[src/rtl/video_softswitch_ctrl.sv]
// video_softswitch_ctrl
//   CPU-side decoder for the Apple II video soft switches. It drives the live
//   mode bits to the video generator. Soft-switch reads return the
//   floating-bus byte. IIe-style status reads are also provided.
//
// Ports
//   CLOCK_50            system clock (rising edge)
//   RESET               synchronous reset, active low
//   bus_en/addr/rw      CPU access (bus_en held for several clocks per access)
//   Dl/dl_valid         last video fetch byte, latched as floating-bus data
//   line_start          scanline start pulse (commit point when SYNC_TO_LINE=1)
//   text_mode, mix_mode, hires_mode, page2   live mode outputs
//   dout/dout_oe        read-back data and its bus drive enable
module video_softswitch_ctrl #(
  parameter int          SYNC_TO_LINE = 1,
  parameter logic [15:0] SS_BASE      = 16'hC050,
  parameter logic [15:0] STAT_BASE    = 16'hC01A
) (
  input  logic        CLOCK_50,
  input  logic        RESET,
  input  logic        bus_en,
  input  logic [15:0] addr,
  input  logic        rw,
  input  logic [7:0]  Dl,
  input  logic        dl_valid,
  input  logic        line_start,
  output logic        text_mode,
  output logic        mix_mode,
  output logic        hires_mode,
  output logic        page2,
  output logic [7:0]  dout,
  output logic        dout_oe
);

  // Switch vector bit order matches both addr[2:1] and the status offset:
  // [0]=text [1]=mix [2]=page2 [3]=hires
  localparam logic [3:0] SW_RESET = 4'b0001;

  logic        bus_en_q;
  logic [3:0]  shadow_q, shadow_d;
  logic [3:0]  live_q, live_d;
  logic [7:0]  float_q;
  logic [7:0]  dout_q, dout_d;
  logic        oe_q, oe_d;

  logic        acc, ss_hit, stat_hit;
  logic [15:0] stat_off;

  assign acc      = bus_en & ~bus_en_q;
  assign ss_hit   = acc & (addr[15:3] == SS_BASE[15:3]);
  assign stat_off = addr - STAT_BASE;
  assign stat_hit = acc & (stat_off[15:2] == 14'd0);

  always_comb begin
    shadow_d = shadow_q;
    if (ss_hit) shadow_d[addr[2:1]] = addr[0];
  end

  always_comb begin
    live_d = live_q;
    if (SYNC_TO_LINE != 0) begin
      // Commit includes an access landing on the line_start cycle itself.
      if (line_start) live_d = shadow_d;
    end else begin
      live_d = shadow_q;
    end
  end

  always_comb begin
    oe_d   = oe_q;
    dout_d = dout_q;
    if (rw && (ss_hit || stat_hit)) begin
      oe_d   = 1'b1;
      // The old latch and live values are used here, so a same-cycle fetch or
      // commit does not leak into the returned byte.
      dout_d = ss_hit ? float_q : {live_q[stat_off[1:0]], float_q[6:0]};
    end else if (!bus_en) begin
      oe_d   = 1'b0;
      dout_d = 8'h00;
    end
  end

  always_ff @(posedge CLOCK_50) begin
    if (!RESET) begin
      // Tracking bus_en during reset stops a held access from re-firing on release.
      bus_en_q <= bus_en;
      shadow_q <= SW_RESET;
      live_q   <= SW_RESET;
      float_q  <= 8'h00;
      dout_q   <= 8'h00;
      oe_q     <= 1'b0;
    end else begin
      bus_en_q <= bus_en;
      shadow_q <= shadow_d;
      live_q   <= live_d;
      if (dl_valid) float_q <= Dl;
      dout_q   <= dout_d;
      oe_q     <= oe_d;
    end
  end

  assign text_mode  = live_q[0];
  assign mix_mode   = live_q[1];
  assign page2      = live_q[2];
  assign hires_mode = live_q[3];
  assign dout       = dout_q;
  assign dout_oe    = oe_q;

endmodule

[config.mk]
export PLATFORM = sky130hd
export DESIGN_NAME = video_softswitch_ctrl
export DESIGN_NICKNAME = d
export VERILOG_FILES = /design/src/rtl/video_softswitch_ctrl.sv
export SDC_FILE = /design/constraint.sdc
export NUM_CORES = 1
export LEC_CHECK = 0
export BUFFER_PORTS_ARGS = -buffer_cell sky130_fd_sc_hd__buf_2
export CAP_MARGIN = 20
export CORE_MARGIN = 10
export CORE_UTILIZATION = 52
export CTS_CLUSTER_DIAMETER = 60
export DETAILED_ROUTE_END_ITERATION = 12
export PLACE_DENSITY_LB_ADDON = 0.2
export SLEW_MARGIN = 20
export SYNTH_ARGS = -nofsm -noshare
export SYNTH_HDL_FRONTEND = slang
export SYNTH_SLANG_ARGS = --single-unit
[constraint.sdc]
create_clock -name CLOCK_50 -period 4.05 [get_ports CLOCK_50]
set_input_delay 0.6075 -clock CLOCK_50 [delete_from_list [all_inputs] [get_ports CLOCK_50]]
set_output_delay 0.6075 -clock CLOCK_50 [all_outputs]
set_load 0.05 [all_outputs]
==> metrics.yaml, run 1 <==
max_freq_ghz: 0.4562
clock_latency_ns: 0.33
clk_pin_slew_ns: 0.14
dieHeight_um: 67.89
rsz0062_at_grt: "false"
tightestPinTransition_ns: 0.4912
synthCells: 121
post_cts_resized: 0
p_switching_mw: 0.1176
finalNonFillerCells: 192
status: "finished clean"
port-buffer-count: 42
core-area_um2: 2191
numClockSinks: 26
syn_nets: 156
grt_use_total_pct: 13.04
ioPinCount: 43
worst-setup-path-type: "in2reg"
mappedNetlistArea_um2: 1192
num_vias: 1056
clockRootBuffer: "clkbuf_4"
yosysWarnings: 0
fp.dieW_um: 67.89
gp_congestion: 0.8744
ant_nets: 0
synth_seq_cells: 26
period_share_pct: 54.12
setup_tns_ns: 0
setup_ws_ns: 1.858
netSwitchingFraction_pct: 23.19
skew_ns: 0.003102
nNetsFinal: 200
grt_max_degree: 17
antenna_found_initial: 0
postPlaceCellArea_um2: 1419
die-area_um2: 4608
pwr-share-seq_pct: 52.6
worstPathArrival_ns: 2.43
crit_fanout: 7
cap_viol_max_count: 0
cts_buffer_depth: 2
min_path_type: "in2reg"
cts_buffers: 3
grt_pass1_vias: 1064
drive_gt1_share_pct: 31.71
internal-power_mw: 0.3895
hpwl_um: 2273
cts_tree: "built"
p_leak_nw: 0.7015
hold_viol: 0
avgSynthCellArea_um2: 9.854
antenna_cells: 0
critical_path_required_ns: 4.29
slew_headroom_pct: 66.95
ys_seq_area_share_pct: 43.65
whs_ns: 0.4466
finalCriticalPeriod_ns: 2.192
initial_core_util_pct: 54.43
cts_setup_buffers: 0
wire_per_inst_um: 14.93
dr.pass1.iters: 4
yosys.cell_types.count: 35
final_core_util_pct: 67.16
finalSetupViolations: 0
overflow: 0
grt_pass1_wl_um: 4830
drc_errors: 0
drt_iter0_drc: 22
htreeDepth: 1
combPwrFrac_pct: 12.1
cts_hold_buf: 0
cp-start-kind: "primary input"
design_area_um2: 1471
routed_wl_um: 2866
post-place-ws_ns: 1.513
dp_cells: 188
rows: 17
vias_per_cell: 5.500
area_growth_pct: 23.40
finalPower_mw: 0.5071
clock_power_share_pct: 35.3
power_density_nw_per_um2: 344.7
slew_violations: 0
ir_drop_v: 0.0002258
end_kind: "flop"
worst max-delay path, cell delays in order:
cell and delay (ns):
buf_2 0.15, inv_1 0.10, ha_1 0.24, a211oi_1 0.25
nand2_1 0.09, a211oi_1 0.22, nand4bb_1 0.24, and4_4 0.29
a22o_1 0.24
power groups by stage:
stage / registers, mW / clock network (mW) / logic [mW]
finish: 0.267 / 0.179 / 0.0612
global route: 0.268 / 0.191 / 0.0674
CTS: 0.267 / 0.180 / 0.0614
detailed placement: 0.272 / 0 / 0.0609
global placement: 0.272 / 0 / 0.0588
floorplan: 0.278 / 0 / 0.0280
logic make-up after synthesis:
kind of cell               share of synthesized area [%]
DFF                                                43.65
muxes                                              13.75
adders and majority gates                          5.247
and+or+nand+nor                                    20.88
AOI/OAI and AO/OA                                  13.64
buffers and inverters                              2.833
routing by layer:
layer  global-route usage, %  part of all wire, %  vias to the layer above
met5                       0                    0                        -
met4                   4.523                 0.56                        0
met3                   4.731                  9.4                        2
met2                   23.00                   50                       29
met1                   14.11                   40                      496
li1                        -                    -                      529
cell type report:
class | instances | area [um2]
timing repair buffer | 42 | 210.2
inverter | 4 | 15.01
clock inverter | 1 | 30.03
tap | 28 | 35.03
multi-input combinational | 88 | 638.1
sequential | 26 | 520.5
fill | 177 | 719.4
clock buffer | 3 | 22.52
cells in the mapped netlist:
| cell | n | area [um2] |
|---|---|---|
| nor2_1 | 16 | 60.06 |
| a31oi_1 | 1 | 6.260 |
| ha_1 | 5 | 62.56 |
| clkbuf_1 | 2 | 7.510 |
| nand3_1 | 1 | 5.000 |
| mux2_2 | 1 | 11.26 |
| a21oi_2 | 1 | 8.760 |
| inv_1 | 4 | 15.01 |
| o21ai_0 | 3 | 15.01 |
| or2_2 | 1 | 6.260 |
| and4b_1 | 1 | 10.01 |
| or2_4 | 1 | 8.760 |
| nor4_1 | 1 | 6.260 |
| buf_6 | 1 | 11.26 |
| and4_4 | 1 | 11.26 |
| a22o_1 | 7 | 61.31 |
| mux4_2 | 1 | 22.52 |
| nand4_1 | 2 | 12.51 |
| nand2_1 | 12 | 45.04 |
| or3_1 | 1 | 6.260 |
| dfxtp_1 | 26 | 520.5 |
| or4b_1 | 2 | 20.02 |
| nor3_1 | 1 | 5.000 |
| a211oi_1 | 5 | 37.54 |
| o311ai_0 | 1 | 8.760 |
| mux2i_1 | 13 | 130.1 |
| o211ai_1 | 1 | 7.510 |
| nand4b_1 | 1 | 8.760 |
| nand4bb_1 | 1 | 11.26 |
| a21oi_1 | 2 | 10.01 |
| or2b_1 | 1 | 7.510 |
| nor2b_1 | 1 | 6.260 |
| nor4bb_1 | 1 | 10.01 |
| nor4b_1 | 1 | 8.760 |
| a21boi_0 | 1 | 7.510 |
registers in the layout, indices dropped and copies added, names as in the netlist:
register  cells
bus_en_q      1
dout          8
dout_oe       1
float_q       8
live_q        4
shadow_q      4
layout by cell type (no fill, tap or decap), drive strengths merged:
cell type / Yosys / layout
ha: 5 / 5
a31oi: 1 / 1
or2b: 1 / 1
nor2b: 1 / 1
nand4: 2 / 2
clkbuf: 2 / 3
nand4bb: 1 / 1
and4b: 1 / 1
mux4: 1 / 1
inv: 4 / 4
buf: 1 / 42
nor4bb: 1 / 1
nor4: 1 / 1
or4b: 2 / 2
nor4b: 1 / 1
o311ai: 1 / 1
nand2: 12 / 12
a21oi: 3 / 3
nand4b: 1 / 1
mux2i: 13 / 13
o21ai: 3 / 3
a21boi: 1 / 1
or3: 1 / 1
or2: 2 / 2
dfxtp: 26 / 26
o211ai: 1 / 1
nand3: 1 / 1
and4: 1 / 1
a22o: 7 / 7
mux2: 1 / 1
a211oi: 5 / 5
nor2: 16 / 16
bufinv: 0 / 1
nor3: 1 / 1
worst paths after layout:
kind | startpoint | endpoint | slack [ns] | cells past startpoint
max reg2reg | bus_en_q$_DFF_P_ | dout[5]$_SDFFE_PN0P_ | 2.12 | 6
min | bus_en | bus_en_q$_DFF_P_ | 0.45 | 1
min reg2reg | float_q[0]$_SDFFE_PN0P_ | dout[0]$_SDFFE_PN0P_ | 0.49 | 1
max | addr[1] | dout[5]$_SDFFE_PN0P_ | 1.86 | 9
No activity file was read; power rests on OpenSTA's default activity.
==> inputs of run 2 (changes only) <==
Settings changed: CORE_UTILIZATION 52 to 43.
Clock period 4.05 ns to 1.85 ns, I/O delays scaled along.
==> run 2 against run 1 <==
Final cell count increased by 10%. Clock power increased by 26%. Sequential cell count unchanged. Utilization decreased by 7.8 points. Largest power group unchanged. Largest cell class unchanged. Die area increased by 15%.
==> metrics.yaml, run 2 (synthesis results as in run 1) <==
core-area_um2: 2710  # +24%
slew_violations: 0  # unchanged
multiInputGateArea_um2: 665.6  # +4.3%
ir_drop_v: 0.0006445  # +190%
globalRouteMet2Util_pct: 17.82  # -5.2 points
routed_wl_um: 2891  # +0.87%
drc_errors: 0  # unchanged
crit_fanout: 7  # unchanged
num_vias: 1119  # +6.0%
crit_start: "addr[11]"
numClockSinks: 26  # unchanged
r2r_start: "bus_en_q$_DFF_P_"
antenna_cells: 0  # unchanged
final_core_util_pct: 59.37  # -7.8 points
nNetsFinal: 218  # +9.0%
port-buffer-count: 42  # unchanged
cts_buffer_depth: 2  # unchanged
die-area_um2: 5279  # +15%
use_met3_pct: 5.034  # +0.30 points
cts_tree: "built"
cts_buffers: 3  # unchanged
skew_ns: 0.006773  # +0.003671 ns
grt_use_total_pct: 11.09  # -1.9 points
grt_pass1_vias: 1131  # +6.3%
drive_gt1_share_pct: 39.78  # +8.1 points
slew_headroom_pct: 79.76  # +13 points
finalCriticalPeriod_ns: 1.755
dieHeight_um: 72.66  # +7.0%
overflow: 0  # unchanged
end_kind: "flop"
min_path_type: "in2reg"
final_cell_mix: "buf_2 (42), dfxtp_1 (25), buf_4 (18)"
dr.pass1.iters: 4  # unchanged
ioPinCount: 43  # unchanged
rows: 19  # +2
period_share_pct: 94.86
critical_path_required_ns: 2.06  # -2.23 ns
grt_max_degree: 14  # -3
met1_usage_pct: 12.92  # -1.2 points
worstPathArrival_ns: 1.97  # -0.46 ns
cts_hold_buf: 0  # unchanged
gp_congestion: 0.8200  # -6.2%
postPlaceCellArea_um2: 1550  # +9.3%
worst-setup-path-type: "in2reg"
initial_core_util_pct: 44.00  # -10 points
drt_iter0_drc: 38  # +73%
area_growth_pct: 34.94
p_leak_nw: 0.7798  # +11%
antenna_found_initial: 0  # unchanged
nFillCells: 242  # +37%
clockRootBuffer: "clkbuf_4"
hpwl_um: 2400  # +5.6%
vias_per_cell: 5.278  # -4.0%
grt-busiest-layer: "met2"
power_density_nw_per_um2: 600.5  # +74%
cap_viol_max_count: 0  # unchanged
max_freq_ghz: 0.5698
clock_latency_ns: 0.31  # -0.02 ns
design_area_um2: 1609  # +9.4%
rsz0062_at_grt: "true"
htreeDepth: 1  # unchanged
cp-start-kind: "primary input"
grt_pass1_wl_um: 4940  # +2.3%
hold_viol: 0  # unchanged
ff2ff_setup_slack_ns: 0.11  # -2.01 ns
fp.dieW_um: 72.66  # +7.0%
wire_per_inst_um: 13.64  # -8.6%
seqCellArea_um2: 521.8  # +0.24%
finalSetupViolations: 0  # unchanged
clk_pin_slew_ns: 0.12  # -0.02 ns
status: "finished clean"
tightestPinTransition_ns: 0.2998  # -0.1914 ns
min_from: "bus_en"
ant_nets: 0  # unchanged
mostFrequentLayoutCell: "buf_2"
run 2: what timing repair did:
item                                    4_1_cts  5_1_grt
cloned                                        0        0
endpoints found under the setup margin        7        8
buffers inserted                              0        1
gates resized for setup                       1        4
pin swaps                                     0        7
run 2: layout make-up:
| type | instances | share of cell area, % |
|---|---|---|
| clock buffers | 3 | 1.400 |
| inverters | 4 | 0.9331 |
| multi-input cells | 88 | 41.37 |
| flip-flops and latches | 26 | 32.43 |
| well taps | 31 | 2.411 |
| repair buffers | 60 | 21.46 |
run 2: per-stage QoR:
stage / hold slack (ns) / std cells / total power [mW] / TNS, ns / setup WS [ns]
floorplan: 0.3052 / 121 / 0.6703 / -0.8815 / -0.1194
global placement: 0.4467 / 208 / 0.7453 / -2.123 / -0.1826
detailed placement: 0.4541 / 208 / 0.7503 / -2.409 / -0.2171
CTS: 0.1375 / 211 / 0.9746 / 0 / 0.05624
global route: 0.1192 / 212 / 1.017 / -0.2451 / -0.04230
finish: 0.1470 / 212 / 0.9662 / 0 / 0.09507
run 2: worst paths after layout:
path                                             end  cells past startpoint
worst max register to register  dout[5]$_SDFFE_PN0P_                      6
worst max-delay path            dout[5]$_SDFFE_PN0P_                      6
worst min-delay path                bus_en_q$_DFF_P_                      1
worst min register to register  dout[4]$_SDFFE_PN0P_                      1
run 2: critical path, stage by stage:
cell and delay [ns]:
buf_2 0.10, or4b_1 0.49, or3_1 0.36, or2_4 0.27, and4_4 0.23, a22o_1 0.23
run 2: layer usage:
| metal | up-vias | wire length [um] |
|---|---|---|
| met5 | - | 0 |
| met4 | 0 | 41 |
| met3 | 6 | 209 |
| met2 | 28 | 1367 |
| met1 | 521 | 1272 |
| li1 | 564 | - |
run 2: where the power goes:
part / internal (mW) / switching [mW] / leakage, nW / total (mW)
Combinational: 0.0758 / 0.0813 / 0.554 / 0.157
Sequential: 0.576 / 0.00884 / 0.212 / 0.585
Clock: 0.0762 / 0.148 / 0.0138 / 0.225
